===== src/rtl/booth_pkg.sv =====
// Shared types, radix selection and step-count helper for the sequential Booth multiplier.
// Defining BOOTH_RADIX4_EN selects modified Booth radix-4; otherwise radix-2 is built.
package booth_pkg;

    typedef enum logic {
        ST_IDLE,
        ST_RUN
    } state_e;

    typedef enum logic [2:0] {
        OP_NONE,
        OP_ADD,
        OP_SUB,
        OP_ADD2,
        OP_SUB2
    } op_e;

`ifdef BOOTH_RADIX4_EN
    localparam int unsigned BoothShift = 2;
`else
    localparam int unsigned BoothShift = 1;
`endif

    // Guard bits on the accumulator so negating/doubling the most-negative mcand cannot overflow.
    localparam int unsigned AccExtra = BoothShift;
    localparam int unsigned RecodeW  = BoothShift + 1;

    function automatic int unsigned booth_steps(input int unsigned width);
        return (width + BoothShift - 1) / BoothShift;
    endfunction

    function automatic op_e booth_recode(input logic [RecodeW-1:0] bits);
        op_e op;
        op = OP_NONE;
`ifdef BOOTH_RADIX4_EN
        case (bits)
            3'b001, 3'b010: op = OP_ADD;
            3'b011:         op = OP_ADD2;
            3'b100:         op = OP_SUB2;
            3'b101, 3'b110: op = OP_SUB;
            default:        op = OP_NONE;
        endcase
`else
        case (bits)
            2'b01:   op = OP_ADD;
            2'b10:   op = OP_SUB;
            default: op = OP_NONE;
        endcase
`endif
        return op;
    endfunction

endpackage


===== src/rtl/booth_step.sv =====
// One combinational Booth step: recode, add/subtract mcand into the accumulator, then
// arithmetic-shift the whole partial-product register right. Holds the block's only adder.
module booth_step
    import booth_pkg::*;
#(
    parameter int unsigned AccW = 7,
    parameter int unsigned LowW = 7
) (
    input  logic [AccW-1:0]      acc_i,
    input  logic [LowW-1:0]      low_i,
    input  logic [AccW-1:0]      mcand_i,
    input  logic [RecodeW-1:0]   recode_i,
    output logic [AccW+LowW-1:0] p_o
);

    op_e                           op;
    logic [AccW-1:0]               addend;
    logic                          cin;
    logic [AccW-1:0]               sum;
    logic signed [AccW+LowW-1:0]   cat;

    always_comb begin
        op     = booth_recode(recode_i);
        addend = '0;
        cin    = 1'b0;
        case (op)
            OP_ADD:  addend = mcand_i;
            OP_SUB: begin
                addend = ~mcand_i;
                cin    = 1'b1;
            end
            OP_ADD2: addend = mcand_i << 1;
            OP_SUB2: begin
                addend = ~(mcand_i << 1);
                cin    = 1'b1;
            end
            default: begin
                addend = '0;
                cin    = 1'b0;
            end
        endcase
    end

    always_comb begin
        sum = acc_i + addend + AccW'(cin);
        cat = {sum, low_i};
        p_o = cat >>> BoothShift;
    end

endmodule


===== src/rtl/booth_seq_mult.sv =====
// Iterative signed Booth multiplier: one recoding step per clock, full 2*WIDTH-bit product.
// Build with BOOTH_RADIX4_EN defined for the radix-4 variant (half the steps).
module booth_seq_mult
    import booth_pkg::*;
#(
    parameter int unsigned WIDTH = 6
) (
    input  logic               clk,
    input  logic               rst,
    input  logic               start,
    input  logic [WIDTH-1:0]   in1,
    input  logic [WIDTH-1:0]   in2,
    output logic               busy,
    output logic               done,
    output logic [2*WIDTH-1:0] out
);

    localparam int unsigned NSteps = booth_steps(WIDTH);
    localparam int unsigned AccW   = WIDTH + AccExtra;
    // Multiplier field is sign-extended to a whole number of steps (odd WIDTH in radix-4).
    localparam int unsigned MultW  = NSteps * BoothShift;
    localparam int unsigned LowW   = MultW + 1;
    localparam int unsigned PW     = AccW + LowW;
    localparam int unsigned CntW   = $clog2(NSteps) + 1;
    localparam logic [CntW-1:0] LastCnt = CntW'(NSteps - 1);

    state_e             state_q;
    logic [PW-1:0]      p_q;
    logic [PW-1:0]      p_d;
    logic [AccW-1:0]    mcand_q;
    logic [CntW-1:0]    cnt_q;
    logic [2*WIDTH-1:0] out_q;
    logic               busy_q;
    logic               done_q;

    booth_step #(
        .AccW(AccW),
        .LowW(LowW)
    ) u_step (
        .acc_i   (p_q[PW-1 -: AccW]),
        .low_i   (p_q[LowW-1:0]),
        .mcand_i (mcand_q),
        .recode_i(p_q[RecodeW-1:0]),
        .p_o     (p_d)
    );

    always_ff @(posedge clk) begin
        if (rst) begin
            state_q <= ST_IDLE;
            p_q     <= '0;
            mcand_q <= '0;
            cnt_q   <= '0;
            out_q   <= '0;
            busy_q  <= 1'b0;
            done_q  <= 1'b0;
        end else begin
            done_q <= 1'b0;
            case (state_q)
                ST_IDLE: begin
                    if (start) begin
                        p_q     <= {{AccW{1'b0}}, MultW'($signed(in2)), 1'b0};
                        mcand_q <= AccW'($signed(in1));
                        cnt_q   <= '0;
                        busy_q  <= 1'b1;
                        state_q <= ST_RUN;
                    end
                end
                ST_RUN: begin
                    p_q   <= p_d;
                    cnt_q <= cnt_q + 1'b1;
                    if (cnt_q == LastCnt) begin
                        // Bit 0 of P is the q_1 history bit, not part of the product.
                        out_q   <= p_d[2*WIDTH:1];
                        done_q  <= 1'b1;
                        busy_q  <= 1'b0;
                        state_q <= ST_IDLE;
                    end
                end
                default: begin
                    busy_q  <= 1'b0;
                    state_q <= ST_IDLE;
                end
            endcase
        end
    end

    assign busy = busy_q;
    assign done = done_q;
    assign out  = out_q;

endmodule


===== config.mk =====
export PLATFORM = sky130hd
export DESIGN_NAME = booth_seq_mult
export DESIGN_NICKNAME = d
export VERILOG_FILES = /design/src/rtl/booth_pkg.sv /design/src/rtl/booth_step.sv /design/src/rtl/booth_seq_mult.sv
export SDC_FILE = /design/constraint.sdc
export NUM_CORES = 1
export LEC_CHECK = 0
export CAP_MARGIN = 40
export CORE_ASPECT_RATIO = 0.8
export CORE_UTILIZATION = 47
export CTS_CLUSTER_DIAMETER = 200
export DETAILED_ROUTE_END_ITERATION = 10
export PLACE_DENSITY = 0.83
export SETUP_SLACK_MARGIN = 0.3
export SKIP_CTS_REPAIR_TIMING = 1
export SLEW_MARGIN = 20
export SYNTH_ARGS = -nofsm -noshare
export SYNTH_HDL_FRONTEND = slang
export SYNTH_SLANG_ARGS = --single-unit

===== constraint.sdc =====
create_clock -name clk -period 2.5 [get_ports clk]
set_input_delay 0.375 -clock clk [delete_from_list [all_inputs] [get_ports clk]]
set_output_delay 0.375 -clock clk [all_outputs]
set_load 0.01 [all_outputs]

**After elaboration in Yosys (flattened, before gate mapping)**

Cells that the tools add are included.

- Input bits: 15
- Word-level logic and storage cells: 41
- Register bits after elaboration: 39

- Add/sub/neg operators: 3
- Equality and inequality tests: 9
- Bitwise gates (word level): 3
- Mux-type cells: 14
- Reduce and logical (&&, ||, !) cells: 5

Operator list:

| cell | count |
|---|---|
| $pmux 14 s2 | 1 |
| $pmux 7 s4 | 1 |
| $mux 14 | 1 |
| $not 7->7 | 2 |
| $pmux 4 s2 | 1 |
| $add 7x1->7 | 1 |
| $add 7x7->7 | 1 |
| $eq 3x2->1 const B | 2 |
| $mux 1 | 6 |
| $reduce_and 2->1 | 3 |
| $add 4x1->4 const B | 1 |
| $eq 4x3->1 const B | 1 |
| $mux 4 | 1 |
| $pmux 1 s2 | 2 |
| $pmux 2 s2 | 1 |
| $reduce_or 2->1 | 2 |
| $eq 3x1->1 const B | 1 |
| $eq 3x3->1 const B | 1 |
| $eq 2x1->1 const B | 1 |
| $eq 2x2->1 const B | 1 |
| $ne 2x1->1 const B | 1 |
| $ne 2x2->1 const B | 1 |
| $not 1->1 | 1 |

**Depth between registers and ports, before layout**

- Word-level depth: 7
- Gate-level depth with buffers: 11

**By module**

From an unflattened synthesis, not the netlist that was laid out.

- Cells, all modules: 223
- Area total of the unflattened synthesis: 1966.9 µm²

Modules (own cells, without submodules):

| module | area an instance (µm²) | cells each | instances |
|---|---|---|---|
| booth_seq_mult | 1520.2 | 166 | 1 |
| booth_step | 446.7 | 57 | 1 |

**Least setup slack after synthesis**

Ideal clock, no wire load.

- Path kind: register to register
- Start point: register p_q[0]
- End point: register out_q[11] (netlist: out[11])
- Period minus slack after synthesis: 2.737 ns
- Library setup time: 0.079 ns
- Path slack: -0.237 ns
- Buffers on the path: 0
- Stages on the path, launching flop included: 11
- Arrival: 2.658 ns
- Cells stage by stage: dfxtp_1 -> inv_1 -> ha_1 -> or2_1 -> fa_1 -> fa_1 -> and2b_1 -> o2111ai_1 -> nand4b_1 -> xnor3_1 -> a211oi_2

- Cells in the longest elaborated chain, start to end: 6
- Elaborated cells on any way between the ends: 12
- Classes of those cells: add/sub: 2; eq/ne: 6; mux: 3; reduce/logical: 1

Ends and longest elaborated chain:

| element | RTL line | RTL |
|---|---|---|
| from (decl) | booth_seq_mult.sv:28 | `logic [PW-1:0] p_q;` |
| from (signal assigned) | booth_seq_mult.sv:61 | `p_q <= {{AccW{1'b0}}, MultW'($signed(in2)), 1'b0};` |
| from (signal assigned) | booth_seq_mult.sv:69 | `p_q <= p_d;` |
| $eq 2x2->1 or $eq 2x1->1 (tied branches) | booth_pkg.sv:44 | `case (bits)` |
| $pmux 2 s2 (*) | booth_pkg.sv:44 |  |
| $eq 3x3->1 (tied with other cells) | booth_step.sv:26 | `case (op)` |
| $pmux 7 s4 or $reduce_or 2->1 (tied branches) | -- |  |
| $add 7x7->7 or $mux 1 (tied branches) | booth_step.sv:45, booth_step.sv:26 |  |
| $add 7x1->7 (*) | booth_step.sv:45 | `sum = acc_i + addend + AccW'(cin);` |
| to (signal assigned) | booth_seq_mult.sv:73 | `out_q <= p_d[2*WIDTH:1];` |
| to (decl) | booth_seq_mult.sv:32 | `logic [2*WIDTH-1:0] out_q;` |

Every way passes the cells marked *; elsewhere a longest branch is shown, timed or not.
A chain may end at the register's enable or synchronous reset.

**Worst setup path in the final report**

Ends and elaborated chain as after synthesis.

==> results.cfg <==
[routing]
drt_wl_total_mm = 4.21
via_per_inst = 5.30
num_vias = 1648
first_pass_iters = 4
drtAntennaViolNets = 0
first_iter_violations = 122
avgRoutedWirePerCell_um = 13.5
drc = 0

[cts]
clockBufferDepth = 2
root_buffer = clkbuf_8
cts.clk_slew.worst_paths_ps = 80
clock-sinks = 38
cts_inserted_buffers = 5
clk_latency_ps = 290
cts_tree = yes
cts_max_level = 2

[sta]
period_minus_slack_ps = 2650
layout_worst_path_cycle_share_pct = 106
rsz0062_at_grt = yes
clock.fmax_mhz = 377
setup_viol_count_final = 2
relSlewSlack_pct = 65.5
setup_slack_ps = -150
report.final.slew_viol_count = 0
tightestPinTransition_ps = 517
hold_violations = 0
fin_skew_ps = 7.62

[synthesis]
avgSynthCellArea_um2 = 8.84
ys_ff_latch = 38
synthDistinctLibCells = 40
syn_inst = 218
syn_nets = 244
syn-cell-area_mm2 = 0.00193
yosysWarnings = 0
synth_seq_area_share_pct = 39.5

[layout]
seq_area_um2 = 763
final_util_pct = 65.4
antennaDiodeCount = 0
final_cell_area_mm2 = 0.00252
drive_gt1_share_pct = 16.8
multi_input_area_mm2 = 0.00117
fin_nets = 281
area_delta_synth_final_pct = 30.7
fillers = 336

[global_routing]
antenna_found_initial = 0
grtUsageMet3_pct = 4.76
grt-ovfl-total = 0
grt_max_degree = 36
grt_pass1_vias = 1529
grt_pass1_wl_mm = 7.11
busiest_layer = met2
met2_usage_pct = 33.7
track_usage_pct = 21.9
use_met1_pct = 29.9

[power_and_ir_drop]
ir_drop_mv = 0.287
p_per_area_mw_per_mm2 = 489
leakagePower_nw = 0.957
p_total_mw = 1.23

[worst_setup_path]
crit_fanout = 2
crit_chain = inv_2, ha_4, or2_1, fa_2, fa_2, and2b_1, o2111ai_2, nand4b_1, xnor3_1, a211oi_2
required_ps = 2720
crit_path_start_kind = flip-flop
end_kind = flip-flop
cp_slowest_stage_delay_ps = 370
crit_arrival_ps = 2870
cpMostUsedCell = fa_2
critPathKind = flip-flop to flip-flop
path_buf_inv = 1
cp_slowest_cell = dfxtp_2
critical-path-top-delay-family = adder cells

[die]
dieArea_mm2 = 0.00436
die_height_um = 59.3
chipWidth_um = 73.6
initial_utilization_pct = 50.0
io_pins = 29
coreArea_mm2 = 0.00385
fp-row-count = 20

[placed_design]
hpwl_mm = 3.01
postPlaceCellArea_mm2 = 0.00234
place_congestion = 0.901
dp_slack_ps = -116
portBuffers = 28

[worst_hold_path]
min_path_type = flip-flop to flip-flop

[flow_run]
max_cap_viol_count = 0

[outcome]
status = complete, but fails checks
violations = negative setup slack
worst register-to-register path: cells and delay by family (launching register included):
kind | cells | cell delay (ps)
AO/OA/AOI/OAI | 2 | 360
XOR/XNOR | 1 | 270
adder cells (fa/ha/maj) | 3 | 920
buffers and inverters | 1 | 60
flip-flops | 1 | 370
AND/OR/NAND/NOR | 3 | 600
metal layers:
layer	routed length, um	share of wire [%]
met1	2060	49
met2	1740	41
met3	312	7.4
met4	95	2.3
met5	0	0
synthesized netlist by cell type:
cell       count  area share (%)
dfxtp_1       38              39
nor2_1        33             6.4
mux2i_1       19             9.9
a21oi_1       17             4.4
nand2_1       15             2.9
ha_1           9             5.8
o21ai_1        8             2.1
buf_2          7             1.8
inv_1          7             1.4
clkbuf_1       6             1.2
nand2b_1       6             1.9
nor2b_1        6             1.9
nand3b_1       5             1.9
nor3_1         5             1.3
a211oi_1       4             1.6
xnor2_1        3             1.4
fa_1           2             2.1
nand3_1        2            0.52
nand4b_1       2            0.91
o2111ai_1      2            0.91
o31a_1         2            0.91
or2_1          2            0.65
a211oi_2       1            0.65
a21o_1         1            0.39
a221oi_1       1            0.45
a41oi_1        1            0.45
and2b_1        1            0.39
and3b_1        1            0.45
and4b_1        1            0.52
inv_2          1            0.19
nor2_2         1            0.32
nor3b_1        1            0.39
o211a_1        1            0.52
o211ai_2       1            0.65
o21ai_0        1            0.26
o311ai_1       1            0.45
or3_1          1            0.32
or3b_1         1            0.45
or4b_1         1            0.52
xnor3_1        1             1.2
logic make-up (layout without fill, tap and decap cells):
kind of cell,after synthesis,after routing,synth area share [%]
compound gates,41,41,13.7
mux,19,19,9.87
fa+ha+maj,11,11,7.92
simple gates,84,84,21.9
flops,38,38,39.5
xor+xnor,4,4,2.53
buf+inv,21,59,4.55
final cells by class:
type / instances / area share [%]
timing repair buffer: 43 / 15.6
multi-input combinational: 159 / 46.4
tap: 55 / 2.73
clock inverter: 2 / 0.497
sequential: 38 / 30.3
inverter: 8 / 1.19
clock buffer: 6 / 3.28
final timing paths:
kind                                          start                   end  slack (ps)  cells after the start
worst min register to register  out[4]$_SDFFE_PP0P_   out[4]$_SDFFE_PP0P_         460                      2
worst max register to register  p_q[0]$_SDFFE_PP0P_  out[11]$_SDFFE_PP0P_        -150                     10
worst min-delay path            out[4]$_SDFFE_PP0P_   out[4]$_SDFFE_PP0P_         460                      2
worst max-delay path            p_q[0]$_SDFFE_PP0P_  out[11]$_SDFFE_PP0P_        -150                     10
report_power, final:
group | total (mW) | switching [mW] | internal, mW
Combinational | 0.145 | 0.0709 | 0.0741
Clock | 0.445 | 0.224 | 0.222
Sequential | 0.640 | 0.0173 | 0.623
Total | 1.23 | 0.312 | 0.919
flip-flops by register name, indices dropped and copies added, names as in the netlist:
signal and count:
state_q 1, done 1, out 12, mcand_q 6, busy 1, cnt_q 4, p_q 13
placed cells by master, fill, tap and decap left out, types with 5 or more instances in the layout:
cell / instances
o21ai_1: 8
nand2b_1: 5
nor3_1: 5
ha_1: 5
dfxtp_1: 36
clkbuf_8: 6
nand2_1: 15
inv_1: 5
a21oi_1: 16
clkdlybuf4s50_1: 28
buf_4: 15
nand3b_1: 5
nor2_1: 33
nor2b_1: 6
mux2i_1: 18
metrics by stage:
stage	hold WS, ps	instances	setup TNS, ps
2_1_floorplan	441	218	-37.1
3_5_place_dp	447	300	-225
3_3_place_gp	443	300	-90.9
4_1_cts	457	308	-272
5_1_grt	471	311	-431
6_report	456	311	-247
Note: power is estimated with default switching activity, not from simulation.
